--- src/rtl/stopwatch_dp_if.sv ---
// Signal bundle between the stopwatch control unit, this datapath and the display stage.
// The datapath takes the slave view; the control/display side takes the master view.
interface stopwatch_dp_if;
    logic       runstop;
    logic       clear;
    logic [6:0] msec;
    logic [5:0] sec;
    logic [5:0] min;
    logic [4:0] hour;
    logic       tick;

    modport master (
        output runstop, clear,
        input  msec, sec, min, hour, tick
    );

    modport slave (
        input  runstop, clear,
        output msec, sec, min, hour, tick
    );
endinterface

--- src/rtl/stopwatch_dp.sv ---
// Stopwatch datapath: prescaler producing a centisecond tick plus an hh:mm:ss.cc counter cascade.
// Priority per edge is rst > clear > runstop; every output is a register.
module stopwatch_dp #(
    parameter int CLK_FREQ_HZ = 100_000_000,
    parameter int TICK_HZ     = 100
) (
    input  logic          clk,
    input  logic          rst,
    stopwatch_dp_if.slave sw
);
    localparam int DIV = CLK_FREQ_HZ / TICK_HZ;
    localparam int PW  = $clog2(DIV);
    localparam logic [PW-1:0] PRESC_LAST = PW'(DIV - 1);

    logic [PW-1:0] presc_reg, presc_next;
    logic [6:0]    msec_reg,  msec_next;
    logic [5:0]    sec_reg,   sec_next;
    logic [5:0]    min_reg,   min_next;
    logic [4:0]    hour_reg,  hour_next;
    logic          tick_reg,  tick_next;

    always_comb begin
        presc_next = presc_reg;
        msec_next  = msec_reg;
        sec_next   = sec_reg;
        min_next   = min_reg;
        hour_next  = hour_reg;
        tick_next  = 1'b0;
        if (sw.clear) begin
            presc_next = '0;
            msec_next  = '0;
            sec_next   = '0;
            min_next   = '0;
            hour_next  = '0;
        end else if (sw.runstop) begin
            if (presc_reg == PRESC_LAST) begin
                presc_next = '0;
                tick_next  = 1'b1;
                // Each field only looks at its own terminal value; carries ripple in one edge.
                if (msec_reg == 7'd99) begin
                    msec_next = '0;
                    if (sec_reg == 6'd59) begin
                        sec_next = '0;
                        if (min_reg == 6'd59) begin
                            min_next  = '0;
                            hour_next = (hour_reg == 5'd23) ? 5'd0 : hour_reg + 5'd1;
                        end else begin
                            min_next = min_reg + 6'd1;
                        end
                    end else begin
                        sec_next = sec_reg + 6'd1;
                    end
                end else begin
                    msec_next = msec_reg + 7'd1;
                end
            end else begin
                presc_next = presc_reg + 1'b1;
            end
        end
    end

    always_ff @(posedge clk) begin
        if (rst) begin
            presc_reg <= '0;
            msec_reg  <= '0;
            sec_reg   <= '0;
            min_reg   <= '0;
            hour_reg  <= '0;
            tick_reg  <= 1'b0;
        end else begin
            presc_reg <= presc_next;
            msec_reg  <= msec_next;
            sec_reg   <= sec_next;
            min_reg   <= min_next;
            hour_reg  <= hour_next;
            tick_reg  <= tick_next;
        end
    end

    assign sw.msec = msec_reg;
    assign sw.sec  = sec_reg;
    assign sw.min  = min_reg;
    assign sw.hour = hour_reg;
    assign sw.tick = tick_reg;
endmodule
--- src/flat_wrapper.sv ---
// flat-port wrapper written by rule: the top's interface ports become plain ports
module stopwatch_dp_flat 
#(
    parameter int CLK_FREQ_HZ = 100_000_000,
    parameter int TICK_HZ     = 100
)
  (clk, rst, sw_runstop, sw_clear, sw_msec, sw_sec, sw_min, sw_hour, sw_tick);
  stopwatch_dp_if sw_i ();
  input  logic clk;
  input  logic rst;
  input wire logic [$bits(sw_i.runstop)-1:0] sw_runstop;
  input wire logic [$bits(sw_i.clear)-1:0] sw_clear;
  output wire logic [$bits(sw_i.msec)-1:0] sw_msec;
  output wire logic [$bits(sw_i.sec)-1:0] sw_sec;
  output wire logic [$bits(sw_i.min)-1:0] sw_min;
  output wire logic [$bits(sw_i.hour)-1:0] sw_hour;
  output wire logic [$bits(sw_i.tick)-1:0] sw_tick;
  assign sw_i.runstop = sw_runstop;
  assign sw_i.clear = sw_clear;
  assign sw_msec = sw_i.msec;
  assign sw_sec = sw_i.sec;
  assign sw_min = sw_i.min;
  assign sw_hour = sw_i.hour;
  assign sw_tick = sw_i.tick;
  stopwatch_dp #(.CLK_FREQ_HZ(CLK_FREQ_HZ), .TICK_HZ(TICK_HZ)) u_core (.clk(clk), .rst(rst), .sw(sw_i));
endmodule
--- config.mk ---
export PLATFORM = sky130hd
export DESIGN_NAME = stopwatch_dp_flat
export DESIGN_NICKNAME = d
export VERILOG_FILES = /design/src/rtl/stopwatch_dp_if.sv /design/src/rtl/stopwatch_dp.sv /design/src/flat_wrapper.sv
export SDC_FILE = /design/constraint.sdc
export NUM_CORES = 1
export LEC_CHECK = 0
export ABC_AREA = 1
export BUFFER_PORTS_ARGS = -buffer_cell sky130_fd_sc_hd__buf_2
export CAP_MARGIN = 5
export CORE_AREA = 3 3 86 88
export DETAILED_ROUTE_END_ITERATION = 16
export DIE_AREA = 0 0 89 91
export PLACE_DENSITY = 0.69
export SYNTH_ARGS = -nofsm -noshare
export SYNTH_HDL_FRONTEND = slang
export SYNTH_SLANG_ARGS = --single-unit
--- constraint.sdc ---
create_clock -name clk -period 1.96 [get_ports clk]
set_clock_uncertainty 0.05 [all_clocks]
set_input_delay 0.098 -clock clk [delete_from_list [all_inputs] [get_ports clk]]
set_output_delay 0.098 -clock clk [all_outputs]
set_load 0.02 [all_outputs]
==> flow_results.org, run 1 <==
** Pwr
- In this run the power spent charging and discharging nets is 0.000376 W.
- IR analysis of the VDD net gives a maximum drop of 314 uV.
- Fraction of power consumed by sequential logic :: 0.504
- Power spread over the standard cell area amounts to 589 mW/mm^2.
- Of the total power, combinational logic draws 0.026.
- In this run the static leakage power is 1.31 nW.
- Portion of total power attributed to the clock network :: 0.470
- Cell internal power was estimated by the tool at 0.00144 W.
- Sw Ratio :: 0.207

** Clocking
- Maximum number of buffers from clock root to sink :: 2
- Clock tree root buffer cell :: sky130_fd_sc_hd__clkbuf_8
- TritonCTS built the clock tree.
- Number of CTS-inserted buffers :: 5
- CTS built an H-tree with a depth of 2.
- The clock drives 45 sinks.
- At the later pin of the worst-skew pair, clock insertion delay measures 310 ps.
- Clock-pin slew on the worst setup and hold paths :: 100 ps

** Cells and area
- Max FFs per register :: 20
- Layout filler cell count :: 688
- Relative to the synthesized area, the layout overhead comes to 15.9%.
- Final core utilization :: 0.460
- 0 antenna diodes ended up in the layout.
- Nets :: 466
- Registers take 901 sq um.
- In the final layout, the share of cells above drive strength 1 is 0.148.
- Post-route cell area :: 0.00309 sq mm
- Combined area of the multi-input logic cells :: 0.00152 sq mm

** Floorplan
- The region available for standard cell placement spans 0.00672 sq mm.
- The die is 89 um wide.
- The die covers 0.00810 sq mm.
- The initial utilization of the core area, before any placement, comes to 0.397.
- Die Ht :: 91 um
- During I/O placement, the number of pins put on the boundary was 29.
- Num rows :: 30

** Synth
- The netlist uses 30 different library cells.
- Yosys printed 0 warnings.
- The share of the Yosys chip area taken by registers is 0.338.
- A synthesized cell averages 6.35 sq um.
- Synthesis produced a netlist whose cell count is 420.
- Yosys instantiated no cell more often than sky130_fd_sc_hd__nand2_1.
- Most area-consuming cells after synthesis :: sky130_fd_sc_hd__dfxtp_1 (34%), sky130_fd_sc_hd__nand2_1 (15%), sky130_fd_sc_hd__nor2_1 (12%), sky130_fd_sc_hd__inv_1 (7.3%), sky130_fd_sc_hd__nand3_1 (5.4%)
- Summed over all instances, the cell type with the most area after synthesis is sky130_fd_sc_hd__dfxtp_1.
- The number of nets in the synthesized netlist is 429.
- Most used DFF post-synth :: sky130_fd_sc_hd__dfxtp_1
- Ranked by instance count, the synthesized netlist is headed by sky130_fd_sc_hd__nand2_1 (107), sky130_fd_sc_hd__nor2_1 (82), sky130_fd_sc_hd__inv_1 (52).
- Number of synthesized flops with an enable pin :: 0
- Proportion of synthesized flip-flops having asynchronous set or reset :: 0
- Of the post-synthesis cell area, the dominant cell type holds 0.338.
- The mapped netlist covers 0.00267 sq mm.
- After synthesis the netlist holds a flip-flop and latch count of 45.

** Global route
- Number of global-route vias before repair :: 2410
- Overflow left after global routing :: 0
- Entering global routing, the biggest net connects 19 pins.
- Initial antenna violation count :: 0
- First-pass GRT wire length :: 10.7 mm
- Overall global routing resource usage :: 0.163

** Route
- After detailed routing, the number of vias per cell comes to 5.02.
- Total wire length :: 6.34 mm
- The pre-antenna-repair detailed-routing pass consisted of 4 iterations.
- Antenna-violating nets left :: 0
- The routed layout has 2702 vias.
- Dividing the detail-routed wire length by the instance count gives 11.8 um.
- In the routed design, unresolved DRC markers number 0.
- The first routing iteration left 127 violations.

** STA
- Worst-Margin Slew :: 415 ps
- Number of endpoints with negative hold slack in the final report :: 0
- Based on the critical path, the design can be clocked at up to 565 MHz.
- Setup violations remaining at the end of the flow were counted as 0.
- Summed over all failing endpoints, the final setup total negative slack is 0 ps.
- Of the available clock period, the critical path in the final layout requires 0.903.
- Max-slew headroom at the worst pin :: 0.723
- The count of pins over their slew limit was 0.
- Minimum clock period :: 1770 ps
- Setup slack closes at 191 ps.
- Setup repair after global routing missed its margin :: false

** Placed design
- DP Worst Slack :: 133 ps
- After detailed placement, the total cell area comes to 0.00292 sq mm.
- Buffers on Ports :: 28
- Final RePlAce weighted congestion :: 0.902
- Placed wire-length estimate :: 4.85 mm

** Run
- Max-cap viol count :: 0

** Run status
- Run status :: completed

** Setup path
- Startpoint types :: register
- Worst EP required :: 2090 ps
- Data arrival time of the critical path :: 1900 ps
- Crit Path Class :: register to register
- Max Fanout on Critical Path :: 6
- STA classifies the critical path endpoint as a register.
- FF-to-FF setup slack :: 190 ps

** Min path
- Worst hold-check path type :: input port to register
critical path: stages (launching register included):
cell and delay [ps]:
sky130_fd_sc_hd__dfxtp_1 370, sky130_fd_sc_hd__ha_1 230, sky130_fd_sc_hd__inv_1 90, sky130_fd_sc_hd__nor2_1 200
sky130_fd_sc_hd__nand2_1 80, sky130_fd_sc_hd__inv_1 60, sky130_fd_sc_hd__nand3_1 120, sky130_fd_sc_hd__inv_1 190
sky130_fd_sc_hd__nand2_2 130, sky130_fd_sc_hd__nand2_1 80, sky130_fd_sc_hd__a21oi_1 60
area by class of cell:
class | instances | share of cell area
Inverter | 57 | 0.0693
Tap cell | 80 | 0.0324
Clock inverter | 3 | 0.0223
Multi-Input combinational cell | 311 | 0.491
Timing Repair Buffer | 37 | 0.0713
Sequential cell | 45 | 0.292
Clock buffer | 5 | 0.0223
kinds of logic (layout without fill, tap and decap cells):
logic type,after synthesis,in the layout,synth area share
AO/OA/AOI/OAI,24,24,0.0451
XOR/XNOR,12,12,0.0394
adder cells (fa/ha/maj),5,5,0.0235
buffers and inverters,64,102,0.0943
flip-flops,45,45,0.338
AND/OR/NAND/NOR,270,270,0.460
layout by cell type, fill, tap and decap left out:
master / Yosys / final
sky130_fd_sc_hd__xnor2_1: 2 / 2
sky130_fd_sc_hd__buf_4: 0 / 8
sky130_fd_sc_hd__nand3_2: 3 / 3
sky130_fd_sc_hd__nand2_2: 1 / 2
sky130_fd_sc_hd__nor2_4: 2 / 2
sky130_fd_sc_hd__nand4_1: 16 / 16
sky130_fd_sc_hd__nor3b_1: 1 / 1
sky130_fd_sc_hd__ha_1: 5 / 5
sky130_fd_sc_hd__inv_6: 0 / 1
sky130_fd_sc_hd__bufinv_16: 0 / 2
sky130_fd_sc_hd__xor2_1: 10 / 10
sky130_fd_sc_hd__dfxtp_1: 45 / 45
sky130_fd_sc_hd__nand3_4: 1 / 1
sky130_fd_sc_hd__nor3_1: 15 / 15
sky130_fd_sc_hd__nand2_1: 107 / 106
sky130_fd_sc_hd__a21oi_1: 16 / 16
sky130_fd_sc_hd__nor2_1: 82 / 82
sky130_fd_sc_hd__nor3b_2: 1 / 1
sky130_fd_sc_hd__buf_12: 0 / 1
sky130_fd_sc_hd__nor2_8: 1 / 1
sky130_fd_sc_hd__inv_2: 5 / 5
sky130_fd_sc_hd__nand2_4: 1 / 1
sky130_fd_sc_hd__nor2_2: 4 / 4
sky130_fd_sc_hd__or2_2: 2 / 2
sky130_fd_sc_hd__nand3_1: 29 / 29
sky130_fd_sc_hd__nor3_2: 1 / 1
sky130_fd_sc_hd__nor4_1: 1 / 1
sky130_fd_sc_hd__buf_2: 3 / 28
sky130_fd_sc_hd__o21ai_0: 6 / 6
sky130_fd_sc_hd__inv_1: 52 / 52
sky130_fd_sc_hd__nand3b_1: 2 / 2
sky130_fd_sc_hd__o21ai_1: 2 / 2
sky130_fd_sc_hd__clkbuf_8: 0 / 5
path summary, 6_finish.rpt:
path,depth (start not counted),from,end
setup reg to reg,10,u_core.presc_reg[0]$_SDFFE_PP0P_,u_core.sw.sec[3]$_SDFFE_PP0P_
setup / recovery,10,u_core.presc_reg[0]$_SDFFE_PP0P_,u_core.sw.sec[3]$_SDFFE_PP0P_
hold reg to reg,2,u_core.sw.msec[6]$_SDFFE_PP0P_,u_core.sw.msec[6]$_SDFFE_PP0P_
hold / removal,5,rst,u_core.sw.min[2]$_SDFFE_PP0P_
power by group through the flow:
stage / Clock (W) / Combinational (W) / Sequential (W)
CTS: 0.000874 / 0.0000468 / 0.000917
detailed placement: 0 / 0.0000470 / 0.000938
global route: 0.000914 / 0.0000524 / 0.000917
global placement: 0 / 0.0000466 / 0.000938
finish: 0.000855 / 0.0000467 / 0.000917
floorplan: 0 / 0.0000319 / 0.000938
per-stage QoR:
stage	std cells	hold slack, ps	total power, W
after CTS	536	172	0.00184
after floorplan	420	271	0.000970
after global routing	538	199	0.00188
after detailed placement	528	433	0.000985
final	538	178	0.00182
after global placement	528	427	0.000985
what timing repair did:
| item | in CTS | in global routing |
|---|---|---|
| setup endpoints to repair | 0 | 7 |
| hold buffers | 0 | 0 |
| buffers inserted | 0 | 2 |
| resized for setup | 0 | 1 |
| hold endpoints to repair | 0 | 0 |
routing by layer:
layer  up-vias  part of all wire  GRT usage
met5         -                 0          0
li1       1401                 -          -
met1      1263              0.47      0.218
met2        34              0.49      0.268
met3         4             0.032     0.0254
met4         0            0.0074     0.0459
Power figures use the tool's default switching activity.
==> run 2: changes to the inputs <==
--- a/config.mk
+++ b/config.mk
@@ -5,13 +5,14 @@
 export SDC_FILE = /design/constraint.sdc
 export NUM_CORES = 1
 export LEC_CHECK = 0
-export ABC_AREA = 1
 export BUFFER_PORTS_ARGS = -buffer_cell sky130_fd_sc_hd__buf_2
 export CAP_MARGIN = 5
-export CORE_AREA = 3 3 86 88
+export CELL_PAD_IN_SITES_DETAIL_PLACEMENT = 0
+export CELL_PAD_IN_SITES_GLOBAL_PLACEMENT = 1
+export CORE_AREA = 3 3 79 81
 export DETAILED_ROUTE_END_ITERATION = 16
-export DIE_AREA = 0 0 89 91
-export PLACE_DENSITY = 0.69
+export DIE_AREA = 0 0 82 84
+export PLACE_DENSITY = 0.84
 export SYNTH_ARGS = -nofsm -noshare
 export SYNTH_HDL_FRONTEND = slang
 export SYNTH_SLANG_ARGS = --single-unit
==> flow_results.org, run 2 <==
** STA
- The minimum period implied by the final worst setup slack is 2040 ps (+269 ps).
- Max-slew headroom at the worst pin :: 0.725 (+0.00180)
- The final number of setup-violating endpoints is 6 (+6).
- The fmax came to 491 MHz (-13%).
- Final slew viol count :: 0 (unchanged)
- Number of endpoints with negative hold slack in the final report :: 0 (unchanged)
- The final setup slack of the worst path came to -78.0 ps (-269 ps).
- The transition time of the tightest slew-check pin came to 413 ps (-2.24 ps).
- Fraction of the cycle the final worst path needs :: 1.04 (+0.137)
- Setup repair after global routing missed its margin :: true

** Synth
- Syn Area/Cell :: 8.55 sq um (+35%)
- Most area-hungry cell type in the Yosys netlist :: sky130_fd_sc_hd__dfxtp_1
- The fraction of registers with async set/reset was 0 (unchanged).
- Count of synthesis-stage warnings from yosys :: 0 (unchanged)
- By count the netlist is led by sky130_fd_sc_hd__dfxtp_1 (45), sky130_fd_sc_hd__nor2_1 (36), sky130_fd_sc_hd__nand2_1 (21).
- Synthesized flop and latch total :: 45 (unchanged)
- Summed instance area of the synthesized netlist :: 0.00220 sq mm (-17%)
- The register area share after synthesis is 0.409 (+0.0708).
- In the synthesized netlist the dominant register cell turns out to be sky130_fd_sc_hd__dfxtp_1.
- Most area-consuming cells after synthesis :: sky130_fd_sc_hd__dfxtp_1 (41%), sky130_fd_sc_hd__nor2_1 (6.1%), sky130_fd_sc_hd__xnor2_1 (5.6%), sky130_fd_sc_hd__nand3_1 (4.5%), sky130_fd_sc_hd__nand2_1 (3.6%)
- The number of distinct library cells after synthesis came to 42 (+40%).
- Most used standard cell by instance count after synthesis :: sky130_fd_sc_hd__dfxtp_1
- The number of nets in the synthesized netlist is 267 (-38%).
- Synthesized instance count :: 258 (-39%)
- The count of flip-flops with a built-in enable after synthesis was 0 (unchanged).
- The top-area cell type share of the netlist area was 0.409 (+0.0708).

** Floorplan
- The I/O pin count came to 29 (unchanged).
- The initial standard-cell utilization of the core is 0.398 (+0.00109).
- The die outline height was 84 um (-7.7%).
- Horiz. Die Dim :: 82 um (-7.9%)
- The placeable core area is 0.00554 sq mm (-18%).
- The count of standard-cell rows is 27 (-10%).
- The die area came to 0.00689 sq mm (-15%).

** Route
- The total vias in the final route is 2013 (-25%).
- The ratio of routed vias to standard cells came to 5.10 (+1.5%).
- Antenna-violating nets left :: 0 (unchanged)
- The detailed router's first-iteration violation count came to 134 (+5.5%).
- The total iterations of the first detailed-routing run was 5 (+1).
- The average wire length per cell after detail routing is 12.5 um (+6.2%).
- Count of unresolved DRC violations after routing :: 0 (unchanged)
- The sum of routed wire length over all layers was 4.94 mm (-22%).

** Setup path
- The worst setup path is captured at a register.
- The total buffers and inverters traversed by the critical path is 1 (-2).
- The critical path goes through or4_4 > nor4_4 > buf_6 > nand4_4 > or4_1 > a21oi_1.
- Register-to-Register Path Depth :: 6 (-4)
- The data required time at the worst endpoint is 2130 ps (+40 ps).
- The total stage count of the critical path came to 6 (-4).
- Among all stages on the critical path, the largest delay is contributed by sky130_fd_sc_hd__or4_4.
- Largest delay contributor family on the critical path :: simple AND/OR/NAND/NOR gates
- Max Fanout on Critical Path :: 7 (+1)
- The arrival time at the worst endpoint was 2210 ps (+310 ps).
- Startpoint types :: register
- The largest stage delay on the critical path is 540 ps (+170 ps).
- The critical path is of the register to register type.

** Cells and area
- Layout filler cell count :: 555 (-19%)
- Ratio of cells with drive above 1 in the final layout :: 0.269 (+0.121)
- The number of nets in the final layout came to 331 (-29%).
- The total area of multi-input combinational cells came to 0.00127 sq mm (-16%).
- The register area is 903 sq um (+0.28%).
- Antenna cells :: 0 (unchanged)
- The top cell types in the final layout, fill and taps aside, are sky130_fd_sc_hd__dfxtp_1 (43), sky130_fd_sc_hd__nor2_1 (36), sky130_fd_sc_hd__buf_4 (32), sky130_fd_sc_hd__buf_2 (28), sky130_fd_sc_hd__nand3_1 (20).
- Relative to the synthesized area, the layout overhead comes to 28.9%.
- The number of standard cells in the layout, taps in and fillers out came to 395 (-27%).
- The flip-flop count of the largest register, all copies and words added came to 20 (unchanged).
- Most common library cell in the layout ignoring fill and taps :: sky130_fd_sc_hd__dfxtp_1

** Global route
- The layer flagged by global routing as most heavily used is met2.
- The first-pass GRT wire length is 8.61 mm (-20%).
- The pin count of the biggest net entering global routing is 21 (+2).
- The number of antenna violations at the first check in global routing is 0 (unchanged).
- The via count of the first global-routing pass was 1916 (-20%).
- The met2 demand-to-capacity share in global routing is 0.264 (-0.00417).
- The met1 demand-to-capacity share in global routing came to 0.194 (-0.0238).
- The global router's overall resource usage came to 0.154 (-0.00876).
- The sum of overflow across all layers after global routing is 0 (unchanged).
- The global-route met3 utilization is 0.0302 (+0.00483).

** Placed design
- Dpl cells :: 378 (-28%)
- The number of port buffers came to 28 (unchanged).
- DP Worst Slack :: -40.7 ps (-174 ps)
- Final RePlAce weighted congestion :: 0.798 (-12%)
- The HPWL reported at the end of detailed placement was 3.56 mm (-27%).

** Clocking
- Clock tree root buffer cell :: sky130_fd_sc_hd__clkbuf_8
- Worst skew pair latency :: 290 ps (-20 ps)
- The clock tree buffer depth is 2 (unchanged).
- Clock-pin slew on the worst setup and hold paths :: 90 ps (about the same)
- The number of CTS-inserted buffers came to 5 (unchanged).
- H-tree depth reported by CTS :: 2 (unchanged)
- TritonCTS built the clock tree.
- The clock sink count is 45 (unchanged).

** Run status
- The flow ran to the end, but the final reports show violations.
- Failing checks :: negative setup slack

** Pwr
- Worst VDD drop :: 410 uV (+31%)
- Power per unit of standard cell area :: 625 mW/mm^2 (+6.2%)
- Leakage component of the power :: 1.09 nW (-17%)

** Min path
- The depth of the worst hold-timing path is 3 (-2).
- Worst hold-check path type :: input port to register

** Run
- The max-capacitance violation count is 0 (unchanged).
run 2: changes by cell type in the layout (fill, tap and decap cells not counted), moves of 5 or more:
cell                      delta
sky130_fd_sc_hd__buf_4      +24
sky130_fd_sc_hd__nand3_1     -9
sky130_fd_sc_hd__nand2_1    -87
sky130_fd_sc_hd__nor2b_1     +5
sky130_fd_sc_hd__or3_1       +7
sky130_fd_sc_hd__nand4_1     -6
sky130_fd_sc_hd__inv_1      -46
sky130_fd_sc_hd__nor2_1     -46
sky130_fd_sc_hd__inv_2       -5
sky130_fd_sc_hd__xnor2_1    +12
sky130_fd_sc_hd__nor3_1      -9
sky130_fd_sc_hd__o21ai_0     +5
run 2: worst min-delay path, cell delays in order:
cell and delay [ps]:
sky130_fd_sc_hd__buf_2 140, sky130_fd_sc_hd__mux2i_1 80, sky130_fd_sc_hd__nor2_1 70
run 2: cells by family after synthesis:
logic type                 share of synthesized area
AOI/OAI and AO/OA                             0.0829
adders and majority gates                     0.0284
buffers and inverters                         0.0278
xor gates and xnor gates                      0.0834
muxes                                         0.0182
and+or+nand+nor                                0.351
DFF                                            0.409
run 2: path summary, 6_finish.rpt:
check	start	to	slack (ps)
worst max-delay path	u_core.presc_reg[6]$_SDFFE_PP0P_	u_core.sw.min[2]$_SDFFE_PP0P_	-80
worst min-delay path	sw_runstop	u_core.presc_reg[1]$_SDFFE_PP0P_	90
worst max register to register	u_core.presc_reg[6]$_SDFFE_PP0P_	u_core.sw.min[2]$_SDFFE_PP0P_	-80
worst min register to register	u_core.sw.sec[1]$_SDFFE_PP0P_	u_core.sw.sec[1]$_SDFFE_PP0P_	440
run 2: where the power goes:
group	leakage (nW)	internal [W]	switching, W	total (W)
combinational	0.658	0.0000148	0.0000236	0.0000384
sequential	0.363	0.000915	0.000000769	0.000916
clock	0.0681	0.000507	0.000316	0.000823
total	1.09	0.00144	0.000341	0.00178
run 2: timing repair:
action                                  4_1_cts  5_1_grt
endpoints found under the setup margin        4       40
hold buffers                                  0        0
pin swaps                                     0       10
endpoints found under the hold margin         0        0
resized for setup                             1        9
gates cloned                                  1        0
buffers inserted                              3        6
run 2: per-layer routing:
layer	share of wire	routed length, um	up-vias
met4	0.0059	29	0
li1	-	-	1046
met1	0.47	2340	932
met2	0.49	2410	31
met3	0.034	166	4
met5	0	0	-
run 2: through the flow:
step / util / area, sq um / hold WS [ps] / total power [W] / TNS, ps
floorplan: - / 2210 / 185 / 0.000958 / -57.7
global placement: 0.471 / 2610 / 371 / 0.000975 / -4.07
detailed placement: 0.471 / 2610 / 391 / 0.000975 / -72.8
CTS: 0.500 / 2770 / 79.8 / 0.00180 / -91.5
global route: 0.513 / 2840 / 115 / 0.00183 / -2890
finish: 0.513 / 2840 / 85.3 / 0.00178 / -309
run 2: final cells by class:
cell class / instances / area share
repair buffers: 63 / 0.149
flip-flops and latches: 45 / 0.318
clock inverters: 3 / 0.0229
multi-input cells: 201 / 0.446
clock buffers: 5 / 0.0242
inverters: 6 / 0.00793
well taps: 72 / 0.0317
